===== src/rtl/mastermind_game_ctrl.sv =====
`default_nettype none
// mastermind_game_ctrl - Mastermind sequencer: game credits, rounds, scorer handshake, VGA strobes.
// Revision 1.0
module mastermind_game_ctrl (
  input  logic        CLOCK_50,
  input  logic        reset_L,
  input  logic        addGame,
  input  logic        startGame,
  input  logic        loadMaster,
  input  logic [11:0] masterIn,
  input  logic        gradeIt,
  input  logic [11:0] guessIn,
  input  logic        scoreAck,
  input  logic [3:0]  znarlyIn,
  input  logic [3:0]  zoodIn,
  output logic        scoreReq,
  output logic [11:0] masterPattern,
  output logic [11:0] guessOut,
  output logic [3:0]  numGames,
  output logic [3:0]  roundNumber,
  output logic [3:0]  znarly,
  output logic [3:0]  zood,
  output logic        loadNumGames,
  output logic        clearGame,
  output logic        loadGuess,
  output logic        loadZnarlyZood,
  output logic        displayMasterPattern,
  output logic        gameOver,
  output logic        gameWon
);

  typedef enum logic [2:0] {
    S_IDLE   = 3'd0,
    S_MASTER = 3'd1,
    S_CLEAR  = 3'd2,
    S_GUESS  = 3'd3,
    S_SCORE  = 3'd4,
    S_UPDATE = 3'd5,
    S_DONE   = 3'd6
  } state_t;

  state_t      state_q, state_d;
  logic [11:0] master_q, master_d, guess_q, guess_d;
  logic [3:0]  games_q, games_d, round_q, round_d;
  logic [3:0]  znarly_q, znarly_d, zood_q, zood_d;
  logic        req_q, req_d, lng_q, lng_d, clr_q, clr_d;
  logic        lg_q, lg_d, lzz_q, lzz_d;
  logic        disp_q, disp_d, over_q, over_d, won_q, won_d;
  logic        add_ok, start_ok;

  // Shape codes 0 and 7 are unused, so a pattern holding either is rejected.
  function automatic logic pattern_ok(input logic [11:0] p);
    logic ok;
    ok = 1'b1;
    for (int i = 0; i < 4; i++) begin
      if (p[3*i +: 3] == 3'd0 || p[3*i +: 3] == 3'd7) ok = 1'b0;
    end
    return ok;
  endfunction

  always_comb begin
    state_d  = state_q;
    master_d = master_q;
    guess_d  = guess_q;
    games_d  = games_q;
    round_d  = round_q;
    znarly_d = znarly_q;
    zood_d   = zood_q;
    disp_d   = disp_q;
    over_d   = over_q;
    won_d    = won_q;
    req_d    = 1'b0;
    clr_d    = 1'b0;
    lg_d     = 1'b0;
    lzz_d    = 1'b0;

    add_ok   = addGame && (games_q != 4'd7);
    start_ok = startGame && (state_q == S_IDLE || state_q == S_DONE) && (games_q != 4'd0);

    if (add_ok && !start_ok)      games_d = games_q + 4'd1;
    else if (start_ok && !add_ok) games_d = games_q - 4'd1;
    lng_d = (games_d != games_q);

    unique case (state_q)
      S_IDLE, S_DONE: begin
        if (start_ok) begin
          state_d = S_MASTER;
          over_d  = 1'b0;
          won_d   = 1'b0;
          disp_d  = 1'b0;
          round_d = 4'd0;
        end
      end
      S_MASTER: begin
        if (loadMaster && pattern_ok(masterIn)) begin
          state_d  = S_CLEAR;
          master_d = masterIn;
          round_d  = 4'd1;
          clr_d    = 1'b1;
        end
      end
      S_CLEAR: state_d = S_GUESS;
      S_GUESS: begin
        if (gradeIt && pattern_ok(guessIn)) begin
          state_d = S_SCORE;
          guess_d = guessIn;
          req_d   = 1'b1;
          lg_d    = 1'b1;
        end
      end
      S_SCORE: begin
        if (scoreAck) begin
          state_d  = S_UPDATE;
          znarly_d = znarlyIn;
          zood_d   = zoodIn;
          lzz_d    = 1'b1;
        end else begin
          req_d = 1'b1;
        end
      end
      S_UPDATE: begin
        if (znarly_q == 4'd4) begin
          state_d = S_DONE;
          over_d  = 1'b1;
          disp_d  = 1'b1;
          won_d   = 1'b1;
        end else if (round_q == 4'd8) begin
          state_d = S_DONE;
          over_d  = 1'b1;
          disp_d  = 1'b1;
        end else begin
          state_d = S_GUESS;
          round_d = round_q + 4'd1;
        end
      end
      default: state_d = S_IDLE;
    endcase
  end

  always_ff @(posedge CLOCK_50) begin
    if (!reset_L) begin
      state_q  <= S_IDLE;
      master_q <= '0;
      guess_q  <= '0;
      games_q  <= '0;
      round_q  <= '0;
      znarly_q <= '0;
      zood_q   <= '0;
      req_q    <= 1'b0;
      lng_q    <= 1'b0;
      clr_q    <= 1'b0;
      lg_q     <= 1'b0;
      lzz_q    <= 1'b0;
      disp_q   <= 1'b0;
      over_q   <= 1'b0;
      won_q    <= 1'b0;
    end else begin
      state_q  <= state_d;
      master_q <= master_d;
      guess_q  <= guess_d;
      games_q  <= games_d;
      round_q  <= round_d;
      znarly_q <= znarly_d;
      zood_q   <= zood_d;
      req_q    <= req_d;
      lng_q    <= lng_d;
      clr_q    <= clr_d;
      lg_q     <= lg_d;
      lzz_q    <= lzz_d;
      disp_q   <= disp_d;
      over_q   <= over_d;
      won_q    <= won_d;
    end
  end

  assign scoreReq             = req_q;
  assign masterPattern        = master_q;
  assign guessOut             = guess_q;
  assign numGames             = games_q;
  assign roundNumber          = round_q;
  assign znarly               = znarly_q;
  assign zood                 = zood_q;
  assign loadNumGames         = lng_q;
  assign clearGame            = clr_q;
  assign loadGuess            = lg_q;
  assign loadZnarlyZood       = lzz_q;
  assign displayMasterPattern = disp_q;
  assign gameOver             = over_q;
  assign gameWon              = won_q;

endmodule
`default_nettype wire

===== config.mk =====
export PLATFORM = sky130hd
export DESIGN_NAME = mastermind_game_ctrl
export DESIGN_NICKNAME = d
export VERILOG_FILES = /design/src/rtl/mastermind_game_ctrl.sv
export SDC_FILE = /design/constraint.sdc
export NUM_CORES = 1
export LEC_CHECK = 0
export CORE_ASPECT_RATIO = 1.4
export CORE_MARGIN = 5
export CORE_UTILIZATION = 45
export DETAILED_ROUTE_END_ITERATION = 6
export GPL_ROUTABILITY_DRIVEN = 1
export HOLD_SLACK_MARGIN = 0.06
export PLACE_DENSITY = 0.8
export SYNTH_ARGS = -nofsm -noshare
export SYNTH_HDL_FRONTEND = slang
export SYNTH_SLANG_ARGS = --single-unit

===== constraint.sdc =====
create_clock -name CLOCK_50 -period 2.4 [get_ports CLOCK_50]
set_clock_uncertainty 0.1 [all_clocks]
set_input_delay 0.24 -clock CLOCK_50 [delete_from_list [all_inputs] [get_ports CLOCK_50]]
set_output_delay 0.24 -clock CLOCK_50 [all_outputs]
set_load 0.02 [all_outputs]

After elaboration in Yosys (flattened, before gate mapping). Cells that the tools add are included. Widths: inputs -> output; s select.

Word-level logic and storage cells: 119. Flip-flop bits (word level): 50. Input port bits: 39.

Reduce and logical (&&, ||, !) cells: 41. Mux-type cells: 35. Eq/ne operators: 26. Add/sub/neg operators: 3.

Operator list (count): $eq 3x3->1 const B (11); $logic_not 3->1 (9); $mux 4 (6); $mux 1 (18); $mux 3 (6); $pmux 3 s6 (1); $ne 2x2->1 const B (7); $pmux 4 s3 (1); $reduce_and 2->1 (6); $logic_or 1x1->1 (9); $add 4x1->4 const B (2); $logic_and 1x1->1 (7); $eq 3x2->1 const B (2); $pmux 1 s2 (3); $reduce_and 3->1 (2); $reduce_and 5->1 (1); $eq 4x3->1 const B (1); $eq 4x4->1 const B (1); $ne 4x3->1 const B (1); $ne 4x4->1 (1); $reduce_and 4->1 (1); $reduce_bool 4->1 (1); $sub 4x1->4 const B (1); $eq 3x1->1 const B (1); 5 further kinds (6).

Depth between registers and ports, before layout.
Depth in word-level cells: 10. Gate-level depth with buffers: 8.

Least setup slack after synthesis. OpenSTA, ideal clock, no wires.

Path type: reg-to-reg. Start: reg games_q[0], in the netlist numGames[0]. End: reg games_q[0], in the netlist numGames[0]. Path buffers: 1. Setup time: 0.128 ns. Slack: 0.227 ns. Data arrival time: 1.945 ns. Required time: 2.172 ns. Stages on the path, launching flop included: 9. Cell sequence: dfxtp_1 > inv_1 > ha_1 > nor3b_1 > or4_1 > buf_2 > xnor2_1 > xnor2_1 > nor2_1.

Longest elaborated chain between the ends: 6. Elaborated cells between the ends (all ways): 12. Classes of those cells: 2 x add/sub; 1 x eq/ne; 2 x mux; 7 x reduce/logical.

Ends and longest elaborated chain: start: declaration (line 44) `logic [3:0] games_q, games_d, round_q, round_d;`; start signal: assignment (line 161) `games_q <= games_d;`; branches (longest 5 deep; another with $sub 4x1->4); $mux 4 (*) (line 80) `if (add_ok && !start_ok) games_d = games_q + 4'd1;`.

Mark *: on every way between the ends. A chain may end at the register's enable or synchronous reset.

Worst setup path in the final report.
Start: reg games_q[0], in the netlist numGames[0]. End: reg games_q[1], in the netlist numGames[1].

The elaborated chain is that of the path after synthesis.

==> impl_metrics.json <==
{
  "status": "complete, no violations",
  "power_uw": 2130,
  "r2r_start": "numGames[0]",
  "worst_pin_slew_ps": 378,
  "ctsHoldBuffers": 0,
  "cts.clk_slew.worst_paths_ps": 90,
  "clk_latency_ps": 290,
  "critPathMaxStageDelay_ps": 570,
  "gp_congestion": 0.741,
  "drtIter0Drc": 43,
  "final_hold_viol_count": 0,
  "max_freq_mhz": 467,
  "min_period_ps": 2140,
  "critPathMaxFanout": 8,
  "start_util": 0.467,
  "die-area_mm2": 0.00703,
  "grt_pass1_wl_um": 9900,
  "synth-seq-cells": 50,
  "p_leak_uw": 0.00131,
  "syn_area_mm2": 0.00244,
  "crit_cells": 7,
  "synth_most_common_cell": "nand2_1",
  "r2r-end": "numGames[1]",
  "die_y_um": 97.2,
  "netlist.area_leader.share": 0.409,
  "drv_cap": 0,
  "yosysSeqAreaShare": 0.409,
  "synth.area.top_cells": "dfxtp_1 41%, nand2_1 11%, mux2i_1 11%, nand3_1 3.9%, nor2_1 2.5%",
  "hp-start": "reset_L",
  "ys_types": 55,
  "ys.flop_type": "dfxtp_1",
  "synthCells": 291,
  "fin_crit_sh": 0.892,
  "routed_wl_um": 6020,
  "path_buf_inv": 1,
  "drtAntennaViolNets": 0,
  "combPwrFrac": 0.296,
  "cts_tree": "yes",
  "maxSlewHeadroom": 0.747,
  "diodes": 0,
  "powerDensity_mw_per_mm2": 613,
  "switching_share": 0.301,
  "gr-usage-all-layers": 0.170,
  "seqPwrFrac": 0.440,
  "critPathRequiredTime_ps": 2500,
  "p_switching_uw": 643,
  "root_buffer": "clkbuf_8",
  "h-tree-depth": 2,
  "vdd_drop_max_uv": 361,
  "startpoint": "numGames[0]",
  "crit_path_cell_trace": "inv_1 -> ha_1 -> nor3b_1 -> or4_4 -> a21oi_1 -> a211oi_1 -> a311oi_1",
  "yosysWarnings": 0,
  "power.internal_uw": 1490,
  "path_delay_family": "simple AND/OR/NAND/NOR gates",
  "cts_buffer_depth": 2,
  "nNetsFinal": 419,
  "final.setup.tns_ps": 0,
  "hold_path_class": "input pin to register",
  "clkPwrFrac": 0.265,
  "numClockSinks": 50,
  "timing.final.setup_violations": 0,
  "synth.avg_cell_area_um2": 8.40,
  "synth_largest_area_cell": "dfxtp_1",
  "async_flop_share": 0,
  "rows": 31,
  "slowest_stage": "or4_4",
  "rsz0062_at_grt": "no",
  "antenna_found_initial": 0,
  "r2r_slack_ps": 260,
  "grt-ovfl-total": 0,
  "layoutNonFillerInstCount": 443,
  "drive_above_1_share": 0.0769,
  "cp-end-kind": "register",
  "grt_max_degree": 26,
  "cts_buffers": 5,
  "core_area_mm2": 0.00524,
  "critPathArrivalTime_ps": 2240,
  "dp_cells": 435,
  "synth_nets": 334,
  "ioPinCount": 87,
  "slew_violations": 0,
  "synth_common_cells": "70 x nand2_1, 50 x dfxtp_1, 26 x mux2i_1",
  "crit_type": "register to register",
  "grt_pass1_vias": 2233,
  "wl_per_cell_um": 13.6,
  "reg2reg_depth": 7,
  "synth_enable_flop_cells": 0,
  "via_per_inst": 5.22,
  "drc": 0,
  "syn_to_final_growth_pct": 42.3,
  "dp_hpwl_um": 4530,
  "vias": 2313,
  "crit_path_end": "numGames[1]",
  "die_w_um": 72.3,
  "worst_setup_path_start_kind": "register",
  "port_buffers": 86,
  "first_pass_iters": 4
}
[worst min-delay path: cells and delay by family]
| kind | cells | cell delay (ps) |
|---|---|---|
| buffers and inverters | 1 | 190 |
| AND/OR/NAND/NOR | 1 | 90 |
| multiplexers | 1 | 50 |
[worst min path at each step]
stage                     slack (ps)                to  depth (start not counted)
after floorplan                  280           zood[0]                          2
after global placement           340           zood[2]                          2
after detailed placement         350           zood[2]                          2
after CTS                        220  masterPattern[7]                          3
after global routing             240  masterPattern[3]                          3
final                            230  masterPattern[7]                          3
[kinds of logic after synthesis]
family          count (synthesis)  share of synthesized area
flops                          50                      0.409
xor+xnor                        5                     0.0179
simple gates                  147                      0.295
fa+ha+maj                       4                     0.0205
buf+inv                        24                     0.0558
compound gates                 35                     0.0952
mux                            26                      0.106
[layout make-up]
type / count / area (um^2)
multi-input cells: 217 / 1310
flip-flops and latches: 50 / 1000
well taps: 66 / 82.6
clock buffers: 8 / 110
fillers: 440 / 1760
repair buffers: 95 / 948
inverters: 7 / 26.3
[placed cells by master (no fill, tap or decap), drive strengths merged, types with 3 or more instances in the layout]
cell,netlist,final
and3,6,6
and2,3,3
buf,4,10
xnor2,3,3
o21ai,6,6
nor3,7,7
nand3,19,19
clkbuf,9,8
nand2,70,70
dfxtp,50,50
a21oi,10,10
nor2,16,16
or4,3,3
or3,5,5
nand2b,4,4
inv,6,6
ha,4,4
mux2i,26,26
clkdlybuf4s50,0,85
[timing repair]
action,in CTS,in global routing
endpoints found under the setup margin,0,1
resized for setup,0,1
buffers inserted,0,0
[power by group through the flow]
stage / sequential, uW / combinational [uW] / clock (uW)
finish: 937 / 630 / 565
global route: 948 / 687 / 622
CTS: 936 / 624 / 580
detailed placement: 955 / 616 / 0
global placement: 953 / 606 / 0
floorplan: 988 / 347 / 0
[stage by stage]
stage	hold slack, ps	area, um^2	setup WS (ps)	utilization
final	227	3480	258	0.665
after floorplan	276	2440	227	-
after CTS	215	3480	139	0.664
after detailed placement	346	3370	128	0.643
after global placement	343	3370	172	0.643
after global routing	235	3480	145	0.665
[routing by layer]
metal,share of wire,vias up,track usage,wire length [um]
li1,-,1168,-,-
met1,0.41,1064,0.194,2440
met2,0.51,71,0.292,3070
met3,0.069,10,0.0528,416
met4,0.015,0,0.0622,91
met5,0,-,0,0
[registers in the layout, indices dropped and copies added, names as in the netlist, 3 cells and up]
register	cells
masterPattern	12
guessOut	12
roundNumber	4
zood	4
numGames	4
state_q	3
znarly	4
Power figures use the tool's default switching activity.
